`src/rtl/binary_mul_pipe_pkg.sv`:
```
// Shared helpers for the pipelined shift-add multiplier: latency, product width
// and the datapath reset value.
package mul_pkg;

  localparam logic RST_BIT = 1'b0;

  function automatic int mul_latency(input int wb);
    return wb + 1;
  endfunction

  function automatic int prod_w(input int wa, input int wb);
    return wa + wb;
  endfunction

endpackage

```
`src/rtl/binary_mul_pipe_pp_stage.sv`:
```
// One partial-product stage: folds bit b[K] into the accumulator and registers
// the operation's state. The LAST stage doubles as the output register.
module mul_pp_stage
  import mul_pkg::*;
#(
  parameter int WA    = 7,
  parameter int WB    = 7,
  parameter int TAG_W = 4,
  parameter int K     = 0,
  parameter bit LAST  = 1'b0
) (
  input  logic                 clk,
  input  logic                 rst,
  input  logic                 en,
  input  logic                 prev_valid,
  input  logic                 prev_tc,
  input  logic [TAG_W-1:0]     prev_tag,
  input  logic [WA+WB-1:0]     prev_a_ext,
  input  logic [WB-1:0]        prev_b,
  input  logic [WA+WB-1:0]     prev_acc,
  output logic                 valid,
  output logic                 tc,
  output logic [TAG_W-1:0]     tag,
  output logic [WA+WB-1:0]     a_ext,
  output logic [WB-1:0]        b,
  output logic [WA+WB-1:0]     acc
);

  localparam int PW = prod_w(WA, WB);

  logic [PW-1:0] pp;
  logic [PW-1:0] sum;

  always_comb begin
    pp  = prev_b[K] ? (prev_a_ext << K) : '0;
    // The multiplier MSB carries negative weight in two's-complement mode.
    sum = (LAST && prev_tc) ? (prev_acc - pp) : (prev_acc + pp);
  end

  // NOTE: datapath registers are reset explicitly because the LAST stage's
  // acc/tag are the visible p/out_tag, which must read 0 after reset.
  always_ff @(posedge clk) begin
    if (rst) begin
      valid <= RST_BIT;
      tc    <= RST_BIT;
      tag   <= {TAG_W{RST_BIT}};
      a_ext <= {PW{RST_BIT}};
      b     <= {WB{RST_BIT}};
      acc   <= {PW{RST_BIT}};
    end else if (en) begin
      valid <= prev_valid;
      // NOTE: inner stages load bubbles freely; the output stage keeps its
      // last result so p/out_tag hold across invalid cycles.
      if (!LAST || prev_valid) begin
        tc    <= prev_tc;
        tag   <= prev_tag;
        a_ext <= prev_a_ext;
        b     <= prev_b;
        acc   <= sum;
      end
    end
  end

endmodule

```
`src/rtl/binary_mul_pipe.sv`:
```
// Fully pipelined WA x WB shift-add multiplier with per-operation signed mode,
// valid/tag pass-through and a global stall; latency WB+1 enabled cycles.
module binary_mul_pipe
  import mul_pkg::*;
#(
  parameter int WA    = 7,
  parameter int WB    = 7,
  parameter int TAG_W = 4
) (
  input  logic               clk,
  input  logic               rst,
  input  logic               en,
  input  logic               in_valid,
  input  logic               tc,
  input  logic [WA-1:0]      a,
  input  logic [WB-1:0]      b,
  input  logic [TAG_W-1:0]   in_tag,
  output logic               out_valid,
  output logic [WA+WB-1:0]   p,
  output logic [TAG_W-1:0]   out_tag
);

  localparam int PW = prod_w(WA, WB);

  logic             in_valid_q;
  logic             in_tc_q;
  logic [TAG_W-1:0] in_tag_q;
  logic [PW-1:0]    in_a_ext_q;
  logic [WB-1:0]    in_b_q;

  always_ff @(posedge clk) begin
    if (rst) begin
      in_valid_q <= RST_BIT;
      in_tc_q    <= RST_BIT;
      in_tag_q   <= {TAG_W{RST_BIT}};
      in_a_ext_q <= {PW{RST_BIT}};
      in_b_q     <= {WB{RST_BIT}};
    end else if (en) begin
      in_valid_q <= in_valid;
      in_tc_q    <= tc;
      in_tag_q   <= in_tag;
      in_a_ext_q <= {{WB{tc & a[WA-1]}}, a};
      in_b_q     <= b;
    end
  end

  logic             prev_valid [WB];
  logic             prev_tc    [WB];
  logic [TAG_W-1:0] prev_tag   [WB];
  logic [PW-1:0]    prev_a_ext [WB];
  logic [WB-1:0]    prev_b     [WB];
  logic [PW-1:0]    prev_acc   [WB];

  logic             st_valid [WB];
  logic             st_tc    [WB];
  logic [TAG_W-1:0] st_tag   [WB];
  logic [PW-1:0]    st_a_ext [WB];
  logic [WB-1:0]    st_b     [WB];
  logic [PW-1:0]    st_acc   [WB];

  for (genvar k = 0; k < WB; k++) begin : g_stage
    if (k == 0) begin : g_head
      assign prev_valid[k] = in_valid_q;
      assign prev_tc[k]    = in_tc_q;
      assign prev_tag[k]   = in_tag_q;
      assign prev_a_ext[k] = in_a_ext_q;
      assign prev_b[k]     = in_b_q;
      assign prev_acc[k]   = {PW{RST_BIT}};
    end else begin : g_link
      assign prev_valid[k] = st_valid[k-1];
      assign prev_tc[k]    = st_tc[k-1];
      assign prev_tag[k]   = st_tag[k-1];
      assign prev_a_ext[k] = st_a_ext[k-1];
      assign prev_b[k]     = st_b[k-1];
      assign prev_acc[k]   = st_acc[k-1];
    end

    mul_pp_stage #(
      .WA(WA), .WB(WB), .TAG_W(TAG_W), .K(k), .LAST(k == WB - 1)
    ) u_stage (
      .clk        (clk),
      .rst        (rst),
      .en         (en),
      .prev_valid (prev_valid[k]),
      .prev_tc    (prev_tc[k]),
      .prev_tag   (prev_tag[k]),
      .prev_a_ext (prev_a_ext[k]),
      .prev_b     (prev_b[k]),
      .prev_acc   (prev_acc[k]),
      .valid      (st_valid[k]),
      .tc         (st_tc[k]),
      .tag        (st_tag[k]),
      .a_ext      (st_a_ext[k]),
      .b          (st_b[k]),
      .acc        (st_acc[k])
    );
  end

  assign out_valid = st_valid[WB-1];
  assign p         = st_acc[WB-1];
  assign out_tag   = st_tag[WB-1];

endmodule

```
`config.mk`:
```
export PLATFORM = sky130hd
export DESIGN_NAME = binary_mul_pipe
export DESIGN_NICKNAME = d
export VERILOG_FILES = /design/src/rtl/binary_mul_pipe_pkg.sv /design/src/rtl/binary_mul_pipe_pp_stage.sv /design/src/rtl/binary_mul_pipe.sv
export SDC_FILE = /design/constraint.sdc
export NUM_CORES = 1
export LEC_CHECK = 0
export CAP_MARGIN = 5
export CORE_ASPECT_RATIO = 2
export CORE_UTILIZATION = 50
export CTS_BUF_LIST = sky130_fd_sc_hd__clkbuf_16
export DETAILED_ROUTE_END_ITERATION = 10
export DONT_BUFFER_PORTS = 1
export PLACE_DENSITY = 0.7
export SKIP_CTS_REPAIR_TIMING = 1
export SLEW_MARGIN = 40
export SYNTH_ARGS = -nofsm -noshare
export SYNTH_HDL_FRONTEND = slang
export SYNTH_HIERARCHICAL = 1
export SYNTH_SLANG_ARGS = --single-unit
```
`constraint.sdc`:
```
create_clock -name clk -period 6.4 [get_ports clk]
set_input_delay 1.92 -clock clk [delete_from_list [all_inputs] [get_ports clk]]
set_output_delay 1.92 -clock clk [all_outputs]
set_load 0.02 [all_outputs]
```
== Word-level counts from Yosys, hierarchy flattened ==
Cells that the tools add are included.
Storage, ports and cells
  output and inout port bits: 19
  bits in registers: 250
Cells by class
  reductions and logical operators: 1
  bitwise logic cells: 1
  mux-type cells: 8
  add/sub/neg operators: 7
Operators with widths (number)
  $mux W14: 8
  $add A14 B14 Y14: 6
  $sub A14 B14 Y14: 1
  $reduce_and A2 Y1: 1
  $and A1 B1 Y1: 1

== Depth between registers and ports, before layout ==
Gate-level depths: netlist (run 1).
  depth in word-level cells: 3
  gate-level depth with buffers: 11

== By module ==
The synthesis (run 1) kept the hierarchy.
By module, submodules not included
  mul_pp_stage at g_stage[0].u_stage: seq. area each 820.8 um^2, instances 1, area each 2183.3 um^2, cells each 244
  mul_pp_stage at g_stage[1].u_stage: seq. area each 820.8 um^2, instances 1, area each 2097.0 um^2, cells each 228
  mul_pp_stage at g_stage[2].u_stage: seq. area each 820.8 um^2, instances 1, area each 1989.4 um^2, cells each 212
  mul_pp_stage at g_stage[3].u_stage: seq. area each 820.8 um^2, instances 1, area each 1943.1 um^2, cells each 205
  mul_pp_stage at g_stage[4].u_stage: seq. area each 820.8 um^2, instances 1, area each 1881.8 um^2, cells each 194
  mul_pp_stage at g_stage[6].u_stage: seq. area each 820.8 um^2, instances 1, area each 1866.8 um^2, cells each 243
  mul_pp_stage at g_stage[5].u_stage: seq. area each 820.8 um^2, instances 1, area each 1854.3 um^2, cells each 190
  binary_mul_pipe: seq. area each 420.4 um^2, instances 1, area each 774.5 um^2, cells each 70

== Worst setup path after synthesis (run 1) ==
Ideal clock, no wire load.
  path type: input to register
  start point: in en
  end point: reg g_stage[0].u_stage/a_ext[7] (netlist name)
  slack: 3.301 ns
  library setup time: 0.128 ns
  arrival time: 2.971 ns
  stages: 5
  cells stage by stage: clkbuf_1 -> clkbuf_1 -> clkbuf_1 -> mux2i_1 -> nor2_1
RTL lines
  start, declared: RTL line binary_mul_pipe.sv:12  | input logic en,

== Final worst setup path (run 1) ==
  start point: reg g_stage[5].u_stage.a_ext[0]
  end point: reg g_stage[6].u_stage.acc[13]
Between the ends
  cells in the longest elaborated chain, start to end: 3
  elaborated cells on any way between the ends: 4
  classes of those cells: 2 x add/sub; 2 x mux
RTL lines
  start, declared: RTL line binary_mul_pipe_pp_stage.sv:24  | output logic [WA+WB-1:0] a_ext,
  start signal, assigned: RTL line binary_mul_pipe_pp_stage.sv:47  | a_ext <= {PW{RST_BIT}};
  start signal, assigned: RTL line binary_mul_pipe_pp_stage.sv:57  | a_ext <= prev_a_ext;
  $mux W14 (*): RTL line binary_mul_pipe_pp_stage.sv:35  | pp = prev_b[K] ? (prev_a_ext << K) : '0;
  $add A14 B14 Y14 / $sub A14 B14 Y14 (equally long branches): RTL line binary_mul_pipe_pp_stage.sv:37  | sum = (LAST && prev_tc) ? (prev_acc - pp) : (prev_acc + pp);
  $mux W14 (*): RTL line binary_mul_pipe_pp_stage.sv:37
  end signal, assigned: RTL line binary_mul_pipe_pp_stage.sv:49  | acc <= {PW{RST_BIT}};
  end signal, assigned: RTL line binary_mul_pipe_pp_stage.sv:59  | acc <= sum;
  end, declared: RTL line binary_mul_pipe_pp_stage.sv:26  | output logic [WA+WB-1:0] acc
Mark *: on every way between the ends. The rest lies on a longest branch, timed or not.
A chain may end at the register's enable or synchronous reset.

==> flow_summary.html, run 1 <==
<table>
<tr><th>Metric</th><th>Value</th></tr>
<tr><th colspan="2">Run status</th></tr>
<tr><td>Run status</td><td>finished clean</td></tr>
<tr><th colspan="2">CTS</th></tr>
<tr><td>Buffer type at the clock tree root</td><td>clkbuf_16</td></tr>
<tr><td>Number of H-tree branching levels</td><td>1</td></tr>
<tr><td>Clock tree from TritonCTS</td><td>done</td></tr>
<tr><td>Sinks on Clock Net</td><td>244</td></tr>
<tr><td>Post-CTS clock slew at the launch and capture registers of the worst setup and hold paths</td><td>0.07 ns</td></tr>
<tr><td>Clock insertion delay at the later pin of the skew report</td><td>0.52 ns</td></tr>
<tr><td>Number of buffers on the longest clock path</td><td>3</td></tr>
<tr><td>Total clock buffers created by CTS</td><td>22</td></tr>
<tr><th colspan="2">Timing</th></tr>
<tr><td>Share of the cycle needed by the critical path after routing</td><td>48.00%</td></tr>
<tr><td>Final number of setup-violating endpoints</td><td>0</td></tr>
<tr><td>Peak Freq</td><td>325.5 MHz</td></tr>
<tr><td>Final clock skew</td><td>0.009543 ns</td></tr>
<tr><td>Endpoints failing hold</td><td>0</td></tr>
<tr><td>Total Neg Setup Slack</td><td>0 ns</td></tr>
<tr><td>Number of max-slew violations in the final report</td><td>0</td></tr>
<tr><td>RSZ-0062 raised after global routing</td><td>no</td></tr>
<tr><td>Slew @ Worst Pin</td><td>0.6887 ns</td></tr>
<tr><td>Slew HR</td><td>54.09%</td></tr>
<tr><td>Crit path setup slack, layout</td><td>3.328 ns</td></tr>
<tr><td>Fin crit period</td><td>3.072 ns</td></tr>
<tr><th colspan="2">Detailed routing</th></tr>
<tr><td>Detailed-route wire length per cell</td><td>15.71 µm</td></tr>
<tr><td>DRC violations left</td><td>0</td></tr>
<tr><td>Post-route antenna net violation count</td><td>0</td></tr>
<tr><td>Violation count after the first detailed-routing iteration</td><td>469</td></tr>
<tr><td>Number of detailed-routing iterations run before antenna repair</td><td>6</td></tr>
<tr><td>Total wirelength of the detailed-routed design</td><td>26260 µm</td></tr>
<tr><td>Vias per Instance</td><td>5.568</td></tr>
<tr><td>Number of vias in the routed layout</td><td>9304</td></tr>
<tr><th colspan="2">Critical path</th></tr>
<tr><td>CP top delay family</td><td>compound AO/OA/AOI/OAI gates</td></tr>
<tr><td>Crit-path max FO</td><td>8</td></tr>
<tr><td>Critical path startpoint category</td><td>register</td></tr>
<tr><td>Ordered list of cells on the worst path</td><td>or4_2, nor3_1, nor2_1, xor2_1, nand2_1, ha_1, a211oi_1, o21ai_0, o21a_1, a2111o_1, a311oi_1</td></tr>
<tr><td>Crit path buffers/inverters</td><td>0</td></tr>
<tr><td>Critical path's largest stage delay</td><td>0.70 ns</td></tr>
<tr><td>Reg2reg start</td><td>g_stage[5].u_stage/a_ext[0]</td></tr>
<tr><td>Arrival @ worst endpoint</td><td>3.51 ns</td></tr>
<tr><td>Critical path data required time</td><td>6.83 ns</td></tr>
<tr><td>Worst Path Class, Setup</td><td>reg -&gt; reg</td></tr>
<tr><td>Slack of the worst reg-to-reg path</td><td>3.33 ns</td></tr>
<tr><td>Crit path max-delay cell type</td><td>or4_2</td></tr>
<tr><td>Reg2Reg Capture Point</td><td>g_stage[6].u_stage/acc[13]</td></tr>
<tr><td>Timing startpoint of the critical path</td><td>g_stage[5].u_stage/a_ext[0]</td></tr>
<tr><td>Kind of end point of the critical path</td><td>register</td></tr>
<tr><td>Reg2Reg Depth</td><td>11</td></tr>
<tr><th colspan="2">Placement</th></tr>
<tr><td>DP Worst Slack</td><td>3.351 ns</td></tr>
<tr><td>Detail Placement HPWL</td><td>18090 µm</td></tr>
<tr><td>Placer congestion estimate</td><td>0.8517</td></tr>
<tr><td>Quantity of I/O buffers inserted on ports</td><td>0</td></tr>
<tr><td>Cell count after placement</td><td>1632</td></tr>
<tr><td>Instance area after placement</td><td>12530 µm²</td></tr>
<tr><th colspan="2">Pwr</th></tr>
<tr><td>Power per cell area</td><td>221.6 nW/µm²</td></tr>
<tr><td>VDD IR-drop max</td><td>0.1775 mV</td></tr>
<tr><td>LEAKAGE</td><td>0.005732 µW</td></tr>
<tr><th colspan="2">Floorplanning</th></tr>
<tr><td>Number of top-level pins</td><td>42</td></tr>
<tr><td>Die area</td><td>25550 µm²</td></tr>
<tr><td>Number of standard-cell rows in the floorplan</td><td>81</td></tr>
<tr><td>Starting Density</td><td>50.93%</td></tr>
<tr><td>Chip height</td><td>225.1 µm</td></tr>
<tr><td>Die W</td><td>113.5 µm</td></tr>
<tr><td>Core box area</td><td>24420 µm²</td></tr>
<tr><th colspan="2">Yosys</th></tr>
<tr><td>Number of instances in the synthesized netlist</td><td>1368</td></tr>
<tr><td>Ys Warns</td><td>6</td></tr>
<tr><td>Syn Area/Cell</td><td>9.094 µm²</td></tr>
<tr><td>Synth Cell Area</td><td>12440 µm²</td></tr>
<tr><th colspan="2">Global routing</th></tr>
<tr><td>Vias in the first global route</td><td>9010</td></tr>
<tr><td>First-pass GRT wire length</td><td>42880 µm</td></tr>
<tr><td>Antenna violations before repair</td><td>0</td></tr>
<tr><td>Pin count of the biggest net entering global routing</td><td>266</td></tr>
<tr><td>GR Util All Layers</td><td>20.73%</td></tr>
<tr><td>Grt ovf</td><td>0</td></tr>
<tr><th colspan="2">Final layout</th></tr>
<tr><td>Count of antenna diodes in the layout</td><td>0</td></tr>
<tr><td>NumNets Final</td><td>1422</td></tr>
<tr><td>Growth of design area from synthesis to finish</td><td>5.903%</td></tr>
<tr><td>Filler cells</td><td>2236</td></tr>
<tr><td>Final non-filler cell area</td><td>13180 µm²</td></tr>
<tr><td>Final cell count without fillers</td><td>1671</td></tr>
<tr><td>Share of post-route cells with drive strength above 1</td><td>4.033%</td></tr>
<tr><td>Sequential standard cell area</td><td>4885 µm²</td></tr>
<tr><td>Multi-input gate area in the final layout</td><td>7142 µm²</td></tr>
<tr><th colspan="2">Job</th></tr>
<tr><td>MaxCap Viol Count</td><td>0</td></tr>
<tr><th colspan="2">Hold path</th></tr>
<tr><td>Cell depth of the worst min-delay path</td><td>2</td></tr>
<tr><td>Worst hold path class</td><td>reg -&gt; reg</td></tr>
<tr><td>Min-delay src</td><td>g_stage[5].u_stage/tag[3]</td></tr>
<tr><td>Endpoint, Worst Hold</td><td>g_stage[6].u_stage/tag[3]</td></tr>
</table>
tightest hold or removal path: cells and delay by family (launching register included):
| family | cells | cell delay (ns) |
|---|---|---|
| AND/OR/NAND/NOR | 1 | 0.05 |
| flip-flops | 1 | 0.31 |
| AO/OA/AOI/OAI | 1 | 0.05 |
power breakdown:
part	switching (µW)	internal [µW]
registers	24.7	1550
clock network	569	631
logic	66.3	79.1
total	660	2260
routing by layer:
layer | track usage [%] | share of wire, % | wire length, µm | vias to the layer above
met2 | 40.40 | 54 | 14110 | 130
met4 | 12.22 | 5.2 | 1354 | 0
met3 | 2.421 | 2.5 | 657 | 68
li1 | - | - | - | 4695
met1 | 20.44 | 39 | 10140 | 4411
met5 | 0 | 0 | 0 | -
state kept, by name, indices dropped and copies added (netlist names):
signal and count:
in_tag_q 4, in_a_ext_q 8, g_stage.u_stage/a_ext 63, in_valid_q 1
g_stage.u_stage/tag 28, in_b_q 7, g_stage.u_stage/acc 98, g_stage.u_stage/b 21
in_tc_q 1, g_stage.u_stage/tc 6, g_stage.u_stage/valid 7
how the worst max path moves through the flow:
stage	end	slack (ns)	cells past startpoint
floorplan	g_stage[0].u_stage/a_ext[4]	3.30	5
global placement	g_stage[6].u_stage/acc[13]	3.40	3
detailed placement	g_stage[6].u_stage/acc[13]	3.35	11
CTS	g_stage[6].u_stage/acc[13]	3.33	11
global route	g_stage[6].u_stage/acc[13]	3.07	11
finish	g_stage[6].u_stage/acc[13]	3.33	11
metrics by stage:
step,hold slack [ns],total power [µW],utilization (%)
floorplan,0.4312,1779,-
global placement,0.4345,1747,51.31
detailed placement,0.4421,1752,51.31
CTS,0.4514,2955,53.94
global route,0.4763,3041,53.94
finish,0.4488,2920,53.94
cells in the final DEF (no fill, tap or decap), types with 5 or more instances in the layout:
cell and count:
clkbuf_16 22, nand3_1 16, nor3b_1 8, nand3b_1 8, conb_1 15, o21ai_0 23, a21oi_1 68, nand2_1 91
dfxtp_1 244, o21bai_1 5, a211o_1 5, fa_1 6, inv_1 28, a21o_1 21, nand2b_1 26, nor3_1 10
ha_1 69, mux2i_1 177, o211ai_1 11, xnor2_1 22, and2_1 63, xor2_1 25, a211oi_1 17, nor2b_1 7
nand4_1 6, nor2_1 218, o21a_1 12, o22ai_1 14, clkinv_2 5
layout make-up:
| type | instances | area share, % |
|---|---|---|
| multi-input combinational | 1032 | 54.21 |
| sequential | 244 | 37.08 |
| clock buffer | 22 | 4.179 |
| tap | 332 | 3.153 |
| clock inverter | 17 | 0.7028 |
| inverter | 24 | 0.6838 |
(Power assumes the default switching activity.)
==> run 2: changes to the inputs <==
- clock period: 6.4 -> 3 ns (I/O delays scaled with it)
==> flow_summary.html, run 2 (synthesized netlist as in run 1, its figures left out) <==
<table>
<tr><th>Metric</th><th>Value</th></tr>
<tr><th colspan="2">Pwr</th></tr>
<tr><td>Total power draw</td><td>6598 µW (+130%)</td></tr>
<tr><td>VDD IR-drop max</td><td>0.4149 mV (+130%)</td></tr>
<tr><td>P_int</td><td>5145 µW (+130%)</td></tr>
<tr><td>Power per cell area</td><td>493.2 nW/µm² (+120%)</td></tr>
<tr><td>Switching share of power</td><td>22.01% (-0.59 points)</td></tr>
<tr><td>Net load switching power</td><td>1452 µW (+120%)</td></tr>
<tr><td>Power share of the sequential group</td><td>50.9% (-3.0 points)</td></tr>
<tr><td>LEAKAGE</td><td>0.005812 µW (+1.4%)</td></tr>
<tr><td>Combinational fraction of design power</td><td>4.7% (-0.3 points)</td></tr>
<tr><td>Power share of the clock group</td><td>44.3% (+3.2 points)</td></tr>
<tr><th colspan="2">Final layout</th></tr>
<tr><td>Count of antenna diodes in the layout</td><td>0 (unchanged)</td></tr>
<tr><td>Commonest cells after routing, fill and taps aside</td><td>dfxtp_1, nor2_1, mux2i_1, nand2_1, a21oi_1</td></tr>
<tr><td>NumNets Final</td><td>1430 (+0.56%)</td></tr>
<tr><td>Most common library cell in the layout ignoring fill and taps</td><td>dfxtp_1</td></tr>
<tr><td>Share of post-route cells with drive strength above 1</td><td>5.275% (+1.2 points)</td></tr>
<tr><td>Number of flip-flops in the largest register</td><td>98 (unchanged)</td></tr>
<tr><td>Register containing the most flip-flops in the final layout</td><td>g_stage.u_stage/acc</td></tr>
<tr><td>Top Registers</td><td>g_stage.u_stage/acc x98, g_stage.u_stage/a_ext x63, g_stage.u_stage/tag x28</td></tr>
<tr><td>Filler cells</td><td>2224 (-0.54%)</td></tr>
<tr><td>Growth of design area from synthesis to finish</td><td>7.523%</td></tr>
<tr><th colspan="2">CTS</th></tr>
<tr><td>Clock insertion delay at the later pin of the skew report</td><td>0.54 ns (+0.02 ns)</td></tr>
<tr><td>Post-CTS clock slew at the launch and capture registers of the worst setup and hold paths</td><td>0.06 ns (about the same)</td></tr>
<tr><td>Buffer type at the clock tree root</td><td>clkbuf_16</td></tr>
<tr><td>Clock tree from TritonCTS</td><td>done</td></tr>
<tr><td>Number of H-tree branching levels</td><td>1 (unchanged)</td></tr>
<tr><td>Sinks on Clock Net</td><td>244 (unchanged)</td></tr>
<tr><td>Total clock buffers created by CTS</td><td>23 (+4.5%)</td></tr>
<tr><td>Number of buffers on the longest clock path</td><td>3 (unchanged)</td></tr>
<tr><th colspan="2">Timing</th></tr>
<tr><td>Final number of setup-violating endpoints</td><td>0 (unchanged)</td></tr>
<tr><td>Fin crit period</td><td>2.787 ns (-0.2851 ns)</td></tr>
<tr><td>Final clock skew</td><td>0.02156 ns (+0.01202 ns)</td></tr>
<tr><td>Number of max-slew violations in the final report</td><td>0 (unchanged)</td></tr>
<tr><td>Peak Freq</td><td>358.8 MHz (+10%)</td></tr>
<tr><td>RSZ-0062 raised after global routing</td><td>no</td></tr>
<tr><td>WHS</td><td>0.4400 ns (-0.008734 ns)</td></tr>
<tr><td>Share of the cycle needed by the critical path after routing</td><td>92.89% (+45 points)</td></tr>
<tr><td>Slew HR</td><td>51.44% (-2.6 points)</td></tr>
<tr><td>Crit path setup slack, layout</td><td>0.2132 ns (-3.115 ns)</td></tr>
<tr><td>Total Neg Setup Slack</td><td>0 ns (unchanged)</td></tr>
<tr><td>Slew @ Worst Pin</td><td>0.7284 ns (+0.03973 ns)</td></tr>
<tr><td>Endpoints failing hold</td><td>0 (unchanged)</td></tr>
<tr><th colspan="2">Floorplanning</th></tr>
<tr><td>Number of standard-cell rows in the floorplan</td><td>81 (unchanged)</td></tr>
<tr><td>Chip height</td><td>225.1 µm (unchanged)</td></tr>
<tr><td>Die W</td><td>113.5 µm (unchanged)</td></tr>
<tr><td>Die area</td><td>25550 µm² (unchanged)</td></tr>
<tr><td>Starting Density</td><td>50.93% (unchanged)</td></tr>
<tr><td>Number of top-level pins</td><td>42 (unchanged)</td></tr>
<tr><td>Core box area</td><td>24420 µm² (unchanged)</td></tr>
<tr><th colspan="2">Critical path</th></tr>
<tr><td>Worst Path Class, Setup</td><td>reg -&gt; reg</td></tr>
<tr><td>Critical path data required time</td><td>3.45 ns (-3.38 ns)</td></tr>
<tr><td>Arrival @ worst endpoint</td><td>3.23 ns (-0.28 ns)</td></tr>
<tr><td>Critical path startpoint category</td><td>register</td></tr>
<tr><td>Kind of end point of the critical path</td><td>register</td></tr>
<tr><td>Slack of the worst reg-to-reg path</td><td>0.21 ns (-3.11 ns)</td></tr>
<tr><td>Reg2Reg Depth</td><td>11 (unchanged)</td></tr>
<tr><td>Timing startpoint of the critical path</td><td>g_stage[5].u_stage/a_ext[0]</td></tr>
<tr><td>Crit-path max FO</td><td>4 (-4)</td></tr>
<tr><td>Reg2Reg Capture Point</td><td>g_stage[6].u_stage/acc[13]</td></tr>
<tr><td>Reg2reg start</td><td>g_stage[5].u_stage/a_ext[0]</td></tr>
<tr><th colspan="2">Placement</th></tr>
<tr><td>DP Worst Slack</td><td>0.08309 ns (-3.268 ns)</td></tr>
<tr><td>Detail Placement HPWL</td><td>17970 µm (-0.65%)</td></tr>
<tr><td>Quantity of I/O buffers inserted on ports</td><td>0 (unchanged)</td></tr>
<tr><td>Placer congestion estimate</td><td>0.8457 (-0.70%)</td></tr>
<tr><th colspan="2">Detailed routing</th></tr>
<tr><td>Number of vias in the routed layout</td><td>9235 (-0.74%)</td></tr>
<tr><td>Violation count after the first detailed-routing iteration</td><td>447 (-4.7%)</td></tr>
<tr><td>Detailed-route wire length per cell</td><td>15.64 µm (-0.49%)</td></tr>
<tr><td>Total wirelength of the detailed-routed design</td><td>26240 µm (about the same)</td></tr>
<tr><td>Vias per Instance</td><td>5.504 (-1.2%)</td></tr>
<tr><td>DRC violations left</td><td>0 (unchanged)</td></tr>
<tr><td>Post-route antenna net violation count</td><td>0 (unchanged)</td></tr>
<tr><td>Number of detailed-routing iterations run before antenna repair</td><td>4 (-2)</td></tr>
<tr><th colspan="2">Hold path</th></tr>
<tr><td>Min-delay src</td><td>rst</td></tr>
<tr><td>Worst hold path class</td><td>in -&gt; reg</td></tr>
<tr><td>Endpoint, Worst Hold</td><td>in_a_ext_q[6]</td></tr>
<tr><td>Cell depth of the worst min-delay path</td><td>1 (-1)</td></tr>
<tr><th colspan="2">Run status</th></tr>
<tr><td>Run status</td><td>finished clean</td></tr>
<tr><th colspan="2">Global routing</th></tr>
<tr><td>GR Util All Layers</td><td>20.88% (+0.16 points)</td></tr>
<tr><td>First-pass GRT wire length</td><td>43410 µm (+1.2%)</td></tr>
<tr><td>Grt ovf</td><td>0 (unchanged)</td></tr>
<tr><td>Vias in the first global route</td><td>9090 (+0.89%)</td></tr>
<tr><td>Pin count of the biggest net entering global routing</td><td>266 (unchanged)</td></tr>
<tr><td>Antenna violations before repair</td><td>0 (unchanged)</td></tr>
<tr><th colspan="2">Job</th></tr>
<tr><td>MaxCap Viol Count</td><td>0 (unchanged)</td></tr>
</table>
-- run 2: cell count changes in the layout (fill, tap and decap cells not counted), moves of 2 or more --
cell	delta
ha_4	+2
bufinv_16	+3
buf_4	+7
ha_1	-2
inv_1	-4
-- run 2: final cells by class --
type / count / area, µm² / share of cell area, %
Clock buffer: 23 / 575.6 / 4.303
Clock inverter: 16 / 170.2 / 1.272
Inverter: 24 / 90.09 / 0.6735
Sequential cell: 244 / 4885 / 36.52
Tap cell: 332 / 415.4 / 3.105
Multi-Input combinational cell: 1032 / 7188 / 53.74
Timing Repair Buffer: 7 / 52.55 / 0.3929
-- run 2: how the worst max path moves through the flow --
stage | end | cells after the start
finish | g_stage[6].u_stage/acc[13] | 11
global placement | g_stage[6].u_stage/acc[13] | 12
CTS | g_stage[6].u_stage/acc[13] | 11
floorplan | g_stage[6].u_stage/acc[13] | 11
global route | g_stage[6].u_stage/acc[13] | 11
detailed placement | g_stage[6].u_stage/acc[13] | 11
-- run 2: critical path, stage by stage, from the launching register on --
cell and delay [ns]:
dfxtp_1 0.31, or4_4 0.55, nor2_2 0.09, nor2_1 0.05, xor2_1 0.15, nand2_1 0.11, ha_4 0.32, o21a_1 0.14
nor3_1 0.07, o21a_1 0.20, a2111o_1 0.41, a311oi_2 0.29
-- run 2: power groups by stage --
stage | sequential, µW | combinational, µW | clock (µW)
after global placement | 3430 | 298 | 0
after detailed placement | 3430 | 306 | 0
after global routing | 3370 | 348 | 3130
after CTS | 3360 | 308 | 3010
final | 3360 | 313 | 2930
after floorplan | 3410 | 384 | 0
-- run 2: per-layer routing --
layer  track usage, %  routed length [µm]  up-vias
li1                 -                   -     4708
met5                0                   0        -
met3            2.313                 582       63
met2            39.89               14050      128
met1            21.15               10040     4336
met4            12.90                1560        0
-- run 2: through the flow --
step                area [µm²]  util (%)  instances
global route             13380     54.77       1678
global placement         12580     51.52       1639
finish                   13380     54.77       1678
floorplan                12490         -       1382
detailed placement       12580     51.52       1639
CTS                      13330     54.58       1678
